### config.mk
export PLATFORM = sky130hd
export DESIGN_NAME = alu_mc
export DESIGN_NICKNAME = d
export VERILOG_FILES = /design/src/rtl/alu_mc.sv
export SDC_FILE = /design/constraint.sdc
export NUM_CORES = 1
export LEC_CHECK = 0
export BUFFER_PORTS_ARGS = -buffer_cell sky130_fd_sc_hd__buf_2
export CORE_UTILIZATION = 35
export DETAILED_ROUTE_END_ITERATION = 12
export SETUP_SLACK_MARGIN = 0.15
export SLEW_MARGIN = 5
export SYNTH_ARGS = -nofsm -noshare
export SYNTH_HDL_FRONTEND = slang
export SYNTH_SLANG_ARGS = --single-unit
### constraint.sdc
create_clock -name clk -period 6.6 [get_ports clk]
set_input_delay 1.32 -clock clk [delete_from_list [all_inputs] [get_ports clk]]
set_output_delay 1.32 -clock clk [all_outputs]
set_load 0.02 [all_outputs]
### src/rtl/alu_mc.sv
`default_nettype none
// ============================================================================
// Module   : alu_mc
// Purpose  : Multi-cycle ALU with single-cycle logic/arith ops, shift-add
//            unsigned multiply and restoring unsigned divide.
// Revision : 1.0
// ============================================================================
module alu_mc #(
  parameter int WIDTH = 32
) (
  input  logic             clk,
  input  logic             rst_n,
  input  logic             start,
  input  logic [3:0]       ALUctrlop,
  input  logic [WIDTH-1:0] in0,
  input  logic [WIDTH-1:0] in1,
  output logic [WIDTH-1:0] ALUresult,
  output logic [WIDTH-1:0] hi,
  output logic             Zero,
  output logic             Overflow,
  output logic             busy,
  output logic             done
);

  localparam int CW = (WIDTH > 1) ? $clog2(WIDTH) : 1;

  localparam logic [3:0] c_op_and   = 4'b0000;
  localparam logic [3:0] c_op_or    = 4'b0001;
  localparam logic [3:0] c_op_add   = 4'b0010;
  localparam logic [3:0] c_op_sub   = 4'b0110;
  localparam logic [3:0] c_op_slt   = 4'b0111;
  localparam logic [3:0] c_op_sltu  = 4'b0011;
  localparam logic [3:0] c_op_nor   = 4'b1000;
  localparam logic [3:0] c_op_multu = 4'b1010;
  localparam logic [3:0] c_op_divu  = 4'b1011;

  typedef enum logic [1:0] {
    S_IDLE = 2'd0,
    S_MUL  = 2'd1,
    S_DIV  = 2'd2
  } state_t;

  state_t r_state;
  state_t w_next;

  // Request staged here for one cycle; the operation executes on the next edge.
  logic             r_pend;
  logic [3:0]       r_op;
  logic [WIDTH-1:0] r_a;
  logic [WIDTH-1:0] r_b;

  // Iterative datapath: r_acc = product high / partial remainder,
  // r_q = multiplier shifting out / quotient shifting in.
  logic [WIDTH-1:0] r_acc;
  logic [WIDTH-1:0] r_q;
  logic [CW-1:0]    r_cnt;

  logic             w_is_mul;
  logic             w_is_div_iter;
  logic             w_accept;
  logic             w_last;

  logic [WIDTH-1:0] w_sum;
  logic [WIDTH-1:0] w_diff;
  logic [WIDTH-1:0] w_res;
  logic             w_ovf;

  logic [WIDTH:0]   w_madd;
  logic [WIDTH-1:0] w_mul_acc;
  logic [WIDTH-1:0] w_mul_q;

  logic [WIDTH:0]   w_shift;
  logic [WIDTH:0]   w_dsub;
  logic             w_ge;
  logic [WIDTH-1:0] w_div_acc;
  logic [WIDTH-1:0] w_div_q;

  assign w_is_mul      = (r_op == c_op_multu);
  assign w_is_div_iter = (r_op == c_op_divu) && (r_b != '0);

  // A staged multi-cycle request must block new starts even though busy is
  // still low during the staging cycle.
  assign w_accept = start && (r_state == S_IDLE) &&
                    !(r_pend && (w_is_mul || w_is_div_iter));
  assign w_last   = (r_cnt == CW'(WIDTH - 1));
  assign busy     = (r_state != S_IDLE);

  assign w_sum  = r_a + r_b;
  assign w_diff = r_a - r_b;

  always_comb begin
    w_res = '0;
    w_ovf = 1'b0;
    case (r_op)
      c_op_and:  w_res = r_a & r_b;
      c_op_or:   w_res = r_a | r_b;
      c_op_nor:  w_res = ~(r_a | r_b);
      c_op_add: begin
        w_res = w_sum;
        w_ovf = (r_a[WIDTH-1] == r_b[WIDTH-1]) && (w_sum[WIDTH-1] != r_a[WIDTH-1]);
      end
      c_op_sub: begin
        w_res = w_diff;
        w_ovf = (r_a[WIDTH-1] != r_b[WIDTH-1]) && (w_diff[WIDTH-1] != r_a[WIDTH-1]);
      end
      c_op_slt:  w_res = {{(WIDTH-1){1'b0}}, ($signed(r_a) < $signed(r_b))};
      c_op_sltu: w_res = {{(WIDTH-1){1'b0}}, (r_a < r_b)};
      default:   w_res = '0;
    endcase
  end

  // Shift-add step: add multiplicand when the current multiplier bit is set,
  // then shift the {acc, q} pair right by one.
  assign w_madd    = {1'b0, r_acc} + (r_q[0] ? {1'b0, r_b} : {(WIDTH+1){1'b0}});
  assign w_mul_acc = w_madd[WIDTH:1];
  assign w_mul_q   = {w_madd[0], r_q[WIDTH-1:1]};

  // Restoring step: remainder < divisor keeps the trial difference in WIDTH bits.
  assign w_shift   = {r_acc, r_q[WIDTH-1]};
  assign w_dsub    = w_shift - {1'b0, r_b};
  assign w_ge      = ~w_dsub[WIDTH];
  assign w_div_acc = w_ge ? w_dsub[WIDTH-1:0] : w_shift[WIDTH-1:0];
  assign w_div_q   = {r_q[WIDTH-2:0], w_ge};

  always_ff @(posedge clk or negedge rst_n) begin
    if (!rst_n) r_state <= S_IDLE;
    else        r_state <= w_next;
  end

  always_comb begin
    w_next = r_state;
    case (r_state)
      S_IDLE: begin
        if (r_pend && w_is_mul)           w_next = S_MUL;
        else if (r_pend && w_is_div_iter) w_next = S_DIV;
      end
      S_MUL, S_DIV: begin
        if (w_last) w_next = S_IDLE;
      end
      default: w_next = S_IDLE;
    endcase
  end

  always_ff @(posedge clk or negedge rst_n) begin
    if (!rst_n) begin
      r_pend    <= 1'b0;
      r_op      <= '0;
      r_a       <= '0;
      r_b       <= '0;
      r_acc     <= '0;
      r_q       <= '0;
      r_cnt     <= '0;
      ALUresult <= '0;
      hi        <= '0;
      Zero      <= 1'b1;
      Overflow  <= 1'b0;
      done      <= 1'b0;
    end else begin
      done   <= 1'b0;
      r_pend <= w_accept;
      if (w_accept) begin
        r_op <= ALUctrlop;
        r_a  <= in0;
        r_b  <= in1;
      end
      case (r_state)
        S_IDLE: begin
          if (r_pend) begin
            if (w_is_mul || w_is_div_iter) begin
              r_acc <= '0;
              r_q   <= r_a;
              r_cnt <= '0;
            end else if (r_op == c_op_divu) begin
              ALUresult <= '1;
              hi        <= r_a;
              Zero      <= 1'b0;
              Overflow  <= 1'b0;
              done      <= 1'b1;
            end else begin
              ALUresult <= w_res;
              hi        <= '0;
              Zero      <= (w_res == '0);
              Overflow  <= w_ovf;
              done      <= 1'b1;
            end
          end
        end
        S_MUL: begin
          r_acc <= w_mul_acc;
          r_q   <= w_mul_q;
          r_cnt <= r_cnt + CW'(1);
          if (w_last) begin
            ALUresult <= w_mul_q;
            hi        <= w_mul_acc;
            Zero      <= (w_mul_q == '0);
            Overflow  <= 1'b0;
            done      <= 1'b1;
          end
        end
        S_DIV: begin
          r_acc <= w_div_acc;
          r_q   <= w_div_q;
          r_cnt <= r_cnt + CW'(1);
          if (w_last) begin
            ALUresult <= w_div_q;
            hi        <= w_div_acc;
            Zero      <= (w_div_q == '0);
            Overflow  <= 1'b0;
            done      <= 1'b1;
          end
        end
        default: ;
      endcase
    end
  end

endmodule
`default_nettype wire

==> results of run 1 <==
-- cell families after synthesis --
group                    after synthesis  share of synthesized area, %
flip-flops                           207                          29.4
buffers and inverters                252                          5.44
multiplexers                          25                          1.43
adder cells (fa/ha/maj)              170                          12.2
AND/OR/NAND/NOR                      729                          18.9
XOR/XNOR                              67                          3.33
AO/OA/AOI/OAI                        840                          29.3
-- placed cells by master, fill, tap and decap left out, drive strengths merged, types with 8 or more instances in the layout --
cell	count
o21a	13
nor4	29
clkbuf	37
nand4	23
o221ai	15
or2	12
nor3	36
buf	166
a31oi	27
nand2	303
nand2b	9
xnor2	46
and2	40
inv	129
dfrtp	206
nor2b	17
mux2i	23
o31ai	13
and3	14
a221oi	14
o22ai	11
o21ai	295
ha	166
o211ai	24
a21o	40
a221o	29
a211oi	25
nand3	43
or3	8
a21oi	236
o21bai	21
xor2	21
nor2	172
-- per-stage QoR --
stage	cells	utilization [%]	total power, mW	setup WS (ns)
after floorplan	2290	-	7.80	2.83
after detailed placement	2997	38.4	10.6	1.67
final	3044	40.1	12.3	1.57
after CTS	3044	40.1	12.1	1.63
after global routing	3044	40.1	13.2	1.26
after global placement	2997	38.4	10.5	1.62
-- worst max-delay path, delay by kind of cell, from the launching register on --
| family | cells | cell delay (ns) |
|---|---|---|
| AO/OA/AOI/OAI | 9 | 3.02 |
| buffers and inverters | 1 | 0.12 |
| flip-flops | 1 | 0.45 |
| adder cells (fa/ha/maj) | 2 | 0.68 |
| AND/OR/NAND/NOR | 3 | 0.70 |
-- how the worst min path moves through the flow --
stage                     slack (ns)                      start                        end
after floorplan                 0.46       r_cnt[4]$_DFFE_PN0P_       r_cnt[4]$_DFFE_PN0P_
after global placement          0.45   ALUresult[1]$_DFFE_PN0P_   ALUresult[1]$_DFFE_PN0P_
after detailed placement        0.46   ALUresult[4]$_DFFE_PN0P_   ALUresult[4]$_DFFE_PN0P_
after CTS                       0.47   ALUresult[4]$_DFFE_PN0P_   ALUresult[4]$_DFFE_PN0P_
after global routing            0.50  ALUresult[27]$_DFFE_PN0P_  ALUresult[27]$_DFFE_PN0P_
final                           0.46   ALUresult[4]$_DFFE_PN0P_   ALUresult[4]$_DFFE_PN0P_
-- cell type report --
type / count / share of cell area (%)
tap: 664 / 4.19
clock inverter: 10 / 0.436
inverter: 129 / 2.46
multi-input combinational: 1831 / 58.2
clock buffer: 37 / 3.90
timing repair buffer: 166 / 4.66
sequential: 207 / 26.2
-- layer usage --
metal / up-vias / GRT usage, % / wire length [µm]
met5: - / 0 / 40
met4: 2 / 8.61 / 2230
met3: 112 / 4.32 / 5670
met2: 729 / 42.9 / 31000
met1: 8790 / 41.1 / 33400
li1: 8414 / - / -
-- registers in the layout, indices dropped and copies added (netlist names) --
| name | cells |
|---|---|
| r_acc | 32 |
| r_cnt | 5 |
| ALUresult | 32 |
| r_a | 32 |
| r_op | 4 |
| r_b | 32 |
| Zero | 1 |
| Overflow | 1 |
| hi | 32 |
| r_state | 2 |
| r_q | 32 |
| r_pend | 1 |
| done | 1 |
-- power by group through the flow --
stage          Sequential [mW]  Combinational [mW]  Clock, mW
3_3_place_gp              2.52                8.02          0
5_1_grt                   2.60                9.03       1.53
6_report                  2.54                8.25       1.46
4_1_cts                   2.51                8.09       1.48
2_1_floorplan             2.41                5.40          0
3_5_place_dp              2.53                8.06          0
==> flow_summary.ini, run 1 <==
[floorplanning]
die_y_um = 227
design.portCount = 139
core.rowCount = 81
die_w_um = 227
floorplan.die_area_um2 = 51300
initial_core_util_pct = 35.8
design.core.area_um2 = 49400

[pwr]
power.switching_fraction_pct = 56.2
power.share.sequential_pct = 20.7
total_net_switching_power_mw = 6.88
logic_gate_share_of_total_power_pct = 67.3
internal_power_mw = 5.37
ir_worst_vdd_mv = 0.227
cellPowerDensity_nw_per_um2 = 618
leakage_nw = 9.04
clkPwrFrac_pct = 11.9

[clocking]
tritoncts_clock_tree = yes
cts.clk_slew.worst_paths_ns = 0.06
cts_buffer_depth = 3
number_of_cts_inserted_buffers = 26
cts-hold-fix-buffers = 0
cts.repair_timing.setup_buffer_count = 0
cts_sinks = 207
clk-insertion-delay-late_ns = 0.57
cts.root.buffer_cell = sky130_fd_sc_hd__clkbuf_16
cts_resized = 0
cts_max_level = 1

[worst_setup_path]
rrSetupSlack_ns = 1.57
cp-start-kind = register
cpMostUsedCell = sky130_fd_sc_hd__nor4_1
criticalPathCategory = register to register
capture_point_of_the_critical_path = Zero$_DFFE_PN1P_
setup.worst_path.end_class = register
crit_path_top_delay_cell = sky130_fd_sc_hd__o41ai_1
critical_path.reg2reg.startpoint = r_a[0]$_DFFE_PN0P_
worstReg2RegEnd = Zero$_DFFE_PN1P_
critPathMaxStageDelay_ns = 0.81
crit_path_max_fanout = 4
startpoint = r_a[0]$_DFFE_PN0P_
crit_required_ns = 7.09
worst-r2r-cell-count = 15
cp.arrival_ns = 5.53
path_cells = inv_1, ha_1, fa_1, o21bai_1, a2111oi_2, o41ai_1, a21oi_1, o22a_1, o21a_1, o41a_1, nor4_1, o21ai_0, nor4_1, nand4_1, o21ai_1

[drt]
detailroute.via_count = 18000
route.detailed.vias_per_inst = 5.93
wire_per_inst_um = 23.8
drtAntennaViolNets = 0
drt_pass1_iterations = 5
dr.first_iter.drc_count = 1801
postRouteWirelength_um = 72400
drcViolationCount = 0

[worst_hold_path]
hold_path_class = register to register
timing.hold.worst_path_depth = 2

[global_route]
grt_pass1_vias = 17300
grt_pass1_wl_um = 110000
grtUsageTotal_pct = 28.3
grt_overflow = 0
grt_antenna_before_repair = 2
grt_max_degree = 109

[layout]
area.growth.synth_to_final_pct = 12.3
multi_input_gate_area_in_the_final_layout_um2 = 11500
drive_gt1_share_pct = 10.2
stdcell_area_um2 = 19800
sequential_cell_area_um2 = 5180
antennaDiodeCount = 0
n_fill_cell = 5079
final_nets = 2602

[synthesis]
syn_inst = 2290
yosys-top-cells-area = sky130_fd_sc_hd__dfrtp_1 29%, sky130_fd_sc_hd__ha_1 12%, sky130_fd_sc_hd__o21ai_0 8.3%
synth-seq-cells = 207
synth.largest_area_cell = sky130_fd_sc_hd__dfrtp_1
synth.lib_cells_used.distinct = 83
synth_common_cells = 303 x sky130_fd_sc_hd__nand2_1, 294 x sky130_fd_sc_hd__o21ai_0, 236 x sky130_fd_sc_hd__a21oi_1, 206 x sky130_fd_sc_hd__dfrtp_1, 172 x sky130_fd_sc_hd__nor2_1
synth-main-ff-cell = sky130_fd_sc_hd__dfrtp_1
async_flop_share_pct = 100
avgSynthCellArea_um2 = 7.71
synth.yosys.warnings = 0
count_leader_synth = sky130_fd_sc_hd__nand2_1
synth_enable_flop_cells = 0
syn_nets = 2531
synth_top_cell_area_share_pct = 29.2
synth.cell_area_um2 = 17600
fraction_of_the_yosys_area_taken_by_sequential_cells_pct = 29.4

[timing]
timing.final.setup_violations = 0
maxClockFrequency_mhz = 199
final_hold_viol_count = 0
fin_hold_ws_ns = 0.463
final.setup_skew_ns = 0.0124
post-route-period-util_pct = 76.3
unrepaired_setup_endpoints_after_global_routing = false
finalSetupTns_ns = 0
maxSlewViolCount = 0
worst_pin_slew_ns = 1.15
finalWorstPathRequiredPeriod_ns = 5.03
max-slew-margin-rel_pct = 21.1

[job]
max_cap_violations = 0

[placed_design]
hpwlAfterDp_um = 56300
placedInstanceArea_um2 = 19000
buffer_ports.inserted = 138
gp_routability_congestion = 1.00

[status]
run_status = complete, no violations
(Power assumes the default switching activity.)
==> run 2, diff against run 1 <==
- ABC_AREA: default -> 1
- clock period: 6.6 -> 5.2 ns (I/O delays scaled with it)
==> flow_summary.ini, run 2 <==
[drt]
drcViolationCount = 0
drt_pass1_iterations = 6
drtAntennaViolNets = 0
postRouteWirelength_um = 97700
route.detailed.vias_per_inst = 5.64
wire_per_inst_um = 23.9
detailroute.via_count = 23000
dr.first_iter.drc_count = 2783

[worst_setup_path]
criticalPathCategory = register to register
crit_required_ns = 5.67
cp-start-kind = register
setup.worst_path.end_class = register
cp.arrival_ns = 4.29
crit_path_max_fanout = 38

[clocking]
cts_max_level = 1
cts_buffer_depth = 3
cts.clk_slew.worst_paths_ns = 0.07
number_of_cts_inserted_buffers = 27
cts_resized = 0
clk-insertion-delay-late_ns = 0.59
cts.repair_timing.setup_buffer_count = 0
cts-hold-fix-buffers = 0
cts.root.buffer_cell = sky130_fd_sc_hd__clkbuf_16
tritoncts_clock_tree = yes
cts_sinks = 207

[layout]
drive_gt1_share_pct = 7.64
mostFrequentLayoutCell = sky130_fd_sc_hd__nand2_1
multi_input_gate_area_in_the_final_layout_um2 = 12700
final_nets = 3547
stdcell_area_um2 = 22400
area.growth.synth_to_final_pct = 11.5
most-common-layout-cells = 911 x sky130_fd_sc_hd__nand2_1, 434 x sky130_fd_sc_hd__inv_1, 341 x sky130_fd_sc_hd__nor2_1
final_cells = 4082
sequential_cell_area_um2 = 5180
n_fill_cell = 6287

[pwr]
leakage_nw = 11.6
ir_worst_vdd_mv = 0.441
cellPowerDensity_nw_per_um2 = 759

[placed_design]
gp_routability_congestion = 1.05
buffer_ports.inserted = 138
post-place-cells = 4033
placedInstanceArea_um2 = 21500
hpwlAfterDp_um = 78500

[synthesis]
synth-seq-cells = 207
syn_inst = 3233
synth.largest_area_cell = sky130_fd_sc_hd__dfrtp_1
fraction_of_the_yosys_area_taken_by_sequential_cells_pct = 25.8
synth.cell_area_um2 = 20100
synth.lib_cells_used.distinct = 53
count_leader_synth = sky130_fd_sc_hd__nand2_1
synth-main-ff-cell = sky130_fd_sc_hd__dfrtp_1
yosys-top-cells-area = sky130_fd_sc_hd__dfrtp_1 26%, sky130_fd_sc_hd__nand2_1 17%, sky130_fd_sc_hd__ha_1 10%
synth_top_cell_area_share_pct = 25.6
syn_nets = 3474
synth_enable_flop_cells = 0
synth.yosys.warnings = 0
avgSynthCellArea_um2 = 6.22
synth_common_cells = 911 x sky130_fd_sc_hd__nand2_1, 434 x sky130_fd_sc_hd__inv_1, 341 x sky130_fd_sc_hd__nor2_1, 234 x sky130_fd_sc_hd__o21ai_0, 206 x sky130_fd_sc_hd__dfrtp_1
async_flop_share_pct = 100

[floorplanning]
floorplan.die_area_um2 = 58400
initial_core_util_pct = 35.5
design.portCount = 139
die_w_um = 242
core.rowCount = 87
die_y_um = 242
design.core.area_um2 = 56600

[status]
run_status = complete, no violations

[global_route]
grt_overflow = 0
grtUsageTotal_pct = 32.6
grt_antenna_before_repair = 5
grt_pass1_vias = 21500
grt_max_degree = 96
grt_pass1_wl_um = 143000

[timing]
unrepaired_setup_endpoints_after_global_routing = false
fin_hold_ws_ns = 0.373
max-slew-margin-rel_pct = 28.9
timing.final.setup_violations = 0
finalWorstPathRequiredPeriod_ns = 3.82
final.setup_skew_ns = 0.0189
maxClockFrequency_mhz = 262
worst_pin_slew_ns = 1.06
final_hold_viol_count = 0
finalSetupTns_ns = 0
maxSlewViolCount = 0
post-route-period-util_pct = 73.5

[worst_hold_path]
hold_path_class = primary input to async pin

[job]
max_cap_violations = 0
==> run 2: changes by cell type after synthesis, moves of 60 or more <==
cell and delta:
sky130_fd_sc_hd__nand3_1 +157, sky130_fd_sc_hd__nand2_1 +608, sky130_fd_sc_hd__o21ai_1 +75, sky130_fd_sc_hd__inv_1 +308, sky130_fd_sc_hd__o21ai_0 -60, sky130_fd_sc_hd__nor2_1 +169
==> run 2: final cells by class <==
cell class | count | share of cell area [%]
multi-input cells | 2457 | 56.8
flip-flops and latches | 207 | 23.1
inverters | 446 | 7.48
well taps | 756 | 4.22
repair buffers | 167 | 4.21
clock buffers | 35 | 3.41
clock inverters | 13 | 0.742
diodes | 1 | 0.0112
==> run 2: worst max-delay path, stage by stage (launching register included) <==
cell,delay [ns]
sky130_fd_sc_hd__dfrtp_1,0.39
sky130_fd_sc_hd__inv_1,0.17
sky130_fd_sc_hd__ha_1,0.23
sky130_fd_sc_hd__inv_1,0.09
sky130_fd_sc_hd__fa_1,0.42
sky130_fd_sc_hd__nand2_1,0.14
sky130_fd_sc_hd__o21ai_2,0.10
sky130_fd_sc_hd__a21oi_4,0.21
sky130_fd_sc_hd__o21bai_4,0.12
sky130_fd_sc_hd__nand2_2,0.08
sky130_fd_sc_hd__nand2_2,0.08
sky130_fd_sc_hd__nand2_2,0.09
sky130_fd_sc_hd__nand3_2,0.06
sky130_fd_sc_hd__nand2_2,0.59
sky130_fd_sc_hd__inv_1,0.32
sky130_fd_sc_hd__nor2_1,0.32
sky130_fd_sc_hd__o21ai_1,0.11
sky130_fd_sc_hd__nand2_1,0.10
sky130_fd_sc_hd__a21oi_1,0.08
==> run 2: kinds of logic after synthesis <==
kind of cell	count (synthesis)	share of synthesized area (%)
compound gates	684	19.2
xor+xnor	25	1.09
fa+ha+maj	170	10.7
buf+inv	569	11.0
flops	207	25.8
simple gates	1578	32.2
==> run 2: worst paths after layout <==
check,start,slack [ns],to,cells after the start
setup / recovery,r_q[31]$_DFFE_PN0P_,1.38,hi[2]$_DFFE_PN0P_,18
hold / removal,rst_n,0.37,done$_DFF_PN0_,1
setup reg to reg,r_q[31]$_DFFE_PN0P_,1.38,hi[2]$_DFFE_PN0P_,18
hold reg to reg,ALUresult[11]$_DFFE_PN0P_,0.48,ALUresult[11]$_DFFE_PN0P_,2
max in group asynchronous,rst_n,3.68,ALUresult[1]$_DFFE_PN0P_,2
min in group clk,ALUresult[11]$_DFFE_PN0P_,0.48,ALUresult[11]$_DFFE_PN0P_,2
==> run 2: metrics by stage <==
stage | utilization [%] | power [mW] | worst slack, ns
floorplan | - | 10.2 | 2.37
global placement | 38.0 | 14.6 | 1.52
detailed placement | 38.0 | 14.6 | 1.48
CTS | 39.6 | 16.7 | 1.43
global route | 39.6 | 18.1 | 1.14
finish | 39.6 | 17.0 | 1.38
==> run 2: where the power goes <==
part	internal [mW]	leakage, nW	switching [mW]
Sequential	2.26	2.63	0.750
Combinational	3.17	8.53	8.81
Clock	1.19	0.461	0.848
Total	6.62	11.6	10.4
==> run 2: metal layers <==
| metal | vias to the layer above | track usage, % | share of wire (%) | routed length (µm) |
|---|---|---|---|---|
| met5 | - | 0 | 0.0092 | 9 |
| met4 | 2 | 13.7 | 4.7 | 4610 |
| met3 | 208 | 5.87 | 9.7 | 9480 |
| met2 | 1218 | 49.3 | 42 | 41400 |
| met1 | 10900 | 45.4 | 43 | 42100 |
| li1 | 10700 | - | - | - |
==> run 3, diff against run 2 <==
- ABC_AREA: 1 -> 0
- clock period: 5.2 -> 3.25 ns (I/O delays scaled with it)
==> flow_summary.ini, run 3 (synthesis gave the netlist of run 1 again) <==
[status]
run_status = finished, violations left
violations = negative setup slack

[floorplanning]
die_w_um = 227
design.core.area_um2 = 49400
initial_core_util_pct = 35.8
die_y_um = 227
design.portCount = 139
core.rowCount = 81
floorplan.die_area_um2 = 51300

[worst_setup_path]
critPathMaxStageDelay_ns = 0.55
sum_of_buffers_and_inverters_on_the_critical_path = 1
worstSetupPathDepth = 15
path_cells = ha_2, fa_2, o21bai_4, buf_4, a21oi_1, a221o_1, o21ai_2, and3b_1, and4_1, nand4bb_1, or4_4, or4_4, nor4_4, nand4_1, o21ai_1
crit_required_ns = 3.75
setup.worst_path.end_class = register
worst-r2r-cell-count = 15
cp-start-kind = register
cpLargestDelayFamily = simple AND/OR/NAND/NOR gates
criticalPathCategory = register to register
crit_path_max_fanout = 3
cpMostUsedCell = sky130_fd_sc_hd__or4_4
crit_path_top_delay_cell = sky130_fd_sc_hd__or4_4
cp.arrival_ns = 4.43

[drt]
postRouteWirelength_um = 79400
drtAntennaViolNets = 0
detailroute.via_count = 20500
wire_per_inst_um = 21.8
drcViolationCount = 0
route.detailed.vias_per_inst = 5.64
dr.first_iter.drc_count = 2016
drt_pass1_iterations = 8

[placed_design]
buffer_ports.inserted = 138
placedInstanceArea_um2 = 23200
hpwlAfterDp_um = 61700
gp_routability_congestion = 1.01

[pwr]
ir_worst_vdd_mv = 0.555
logic_gate_share_of_total_power_pct = 77.4
total_net_switching_power_mw = 17.1
leakage_nw = 12.4
internal_power_mw = 17.4
cellPowerDensity_nw_per_um2 = 1300
power.share.sequential_pct = 13.2
power.switching_fraction_pct = 49.5
clkPwrFrac_pct = 9.4

[global_route]
grt_overflow = 0
grt_pass1_vias = 20200
groute.layer.met1.usage_pct = 42.9
grtUsageTotal_pct = 30.7
grt_util_met3_pct = 4.79
grt_max_degree = 76
global_route_track_usage_on_met2_pct = 47.4
grt_antenna_before_repair = 2
grt.busiest_layer = met2
grt_pass1_wl_um = 120000

[clocking]
cts_max_level = 1
cts.clk_slew.worst_paths_ns = 0.06
cts-hold-fix-buffers = 0
cts.root.buffer_cell = sky130_fd_sc_hd__clkbuf_16
cts_buffer_depth = 3
cts_sinks = 207
tritoncts_clock_tree = yes
number_of_cts_inserted_buffers = 27
clk-insertion-delay-late_ns = 0.60

[worst_hold_path]
hold_path_class = primary input to async pin

[layout]
drive_gt1_share_pct = 37.3
final_nets = 3194
most-common-layout-cells = 564 x sky130_fd_sc_hd__buf_4, 298 x sky130_fd_sc_hd__nand2_1, 211 x sky130_fd_sc_hd__o21ai_0
mostFrequentLayoutCell = sky130_fd_sc_hd__buf_4
final_core_utilization_pct = 53.6
stdcell_area_um2 = 26400
n_fill_cell = 4591
area.growth.synth_to_final_pct = 49.8

[timing]
unrepaired_setup_endpoints_after_global_routing = true
final_hold_viol_count = 0
finalWorstPathRequiredPeriod_ns = 3.93
post-route-period-util_pct = 121
fin_hold_ws_ns = 0.0301
timing.final.setup_violations = 78
worst_pin_slew_ns = 0.808
max-slew-margin-rel_pct = 45.9
maxClockFrequency_mhz = 255
final.setup_skew_ns = 0.0290
postLayoutSetupSlackWorst_ns = -0.676
maxSlewViolCount = 0

[job]
max_cap_violations = 0
run 3: power by group through the flow:
stage | sequential (mW) | clock, mW | combinational, mW
floorplan | 4.90 | 0 | 11.2
global placement | 4.54 | 0 | 21.9
detailed placement | 4.58 | 0 | 22.1
CTS | 4.54 | 3.28 | 24.8
global route | 4.68 | 3.37 | 28.5
finish | 4.56 | 3.25 | 26.7
run 3: final timing paths:
path	startpoint	to	slack, ns
setup / recovery	r_b[0]$_DFFE_PN0P_	Zero$_DFFE_PN1P_	-0.68
hold / removal	rst_n	hi[5]$_DFFE_PN0P_	0.03
setup reg to reg	r_b[0]$_DFFE_PN0P_	Zero$_DFFE_PN1P_	-0.68
hold reg to reg	ALUresult[1]$_DFFE_PN0P_	ALUresult[1]$_DFFE_PN0P_	0.46
max in group asynchronous	rst_n	Zero$_DFFE_PN1P_	2.38
min in group clk	in0[5]	r_a[5]$_DFFE_PN0P_	0.26
run 3: layer usage:
metal	up-vias	wire, µm
li1	9599	-
met1	9969	35900
met2	817	34700
met3	134	6020
met4	2	2850
met5	-	13
run 3: layout make-up:
type | count | area, µm² | area share [%]
flip-flops and latches | 207 | 5180 | 19.6
clock inverters | 18 | 218 | 0.824
diodes | 2 | 5.00 | 0.0189
inverters | 129 | 500 | 1.89
well taps | 664 | 831 | 3.14
clock buffers | 31 | 721 | 2.73
repair buffers | 757 | 5720 | 21.6
multi-input cells | 1831 | 13300 | 50.1
run 3: metrics by stage:
step	cells	power, mW	worst slack (ns)	setup TNS, ns
CTS	3612	32.6	-0.605	-15.44
detailed placement	3524	26.7	-0.904	-44.00
global placement	3524	26.4	-0.887	-39.19
global route	3637	36.6	-0.823	-36.07
finish	3639	34.5	-0.676	-23.21
floorplan	2290	16.0	-0.296	-0.377
run 3: repair_timing:
action,CTS,global route
resized for setup,308,144
setup endpoints to repair,88,105
pin swaps,77,75
cloned,2,0
setup buffers,37,25
run 3: worst reg2reg max path: stages, from the launching register on:
cell                        delay (ns)
sky130_fd_sc_hd__dfrtp_1          0.41
sky130_fd_sc_hd__ha_2             0.22
sky130_fd_sc_hd__fa_2             0.37
sky130_fd_sc_hd__o21bai_4         0.20
sky130_fd_sc_hd__buf_4            0.15
sky130_fd_sc_hd__a21oi_1          0.08
sky130_fd_sc_hd__a221o_1          0.35
sky130_fd_sc_hd__o21ai_2          0.08
sky130_fd_sc_hd__and3b_1          0.18
sky130_fd_sc_hd__and4_1           0.20
sky130_fd_sc_hd__nand4bb_1        0.12
sky130_fd_sc_hd__or4_4            0.55
sky130_fd_sc_hd__or4_4            0.52
sky130_fd_sc_hd__nor4_4           0.15
sky130_fd_sc_hd__nand4_1          0.12
sky130_fd_sc_hd__o21ai_1          0.14
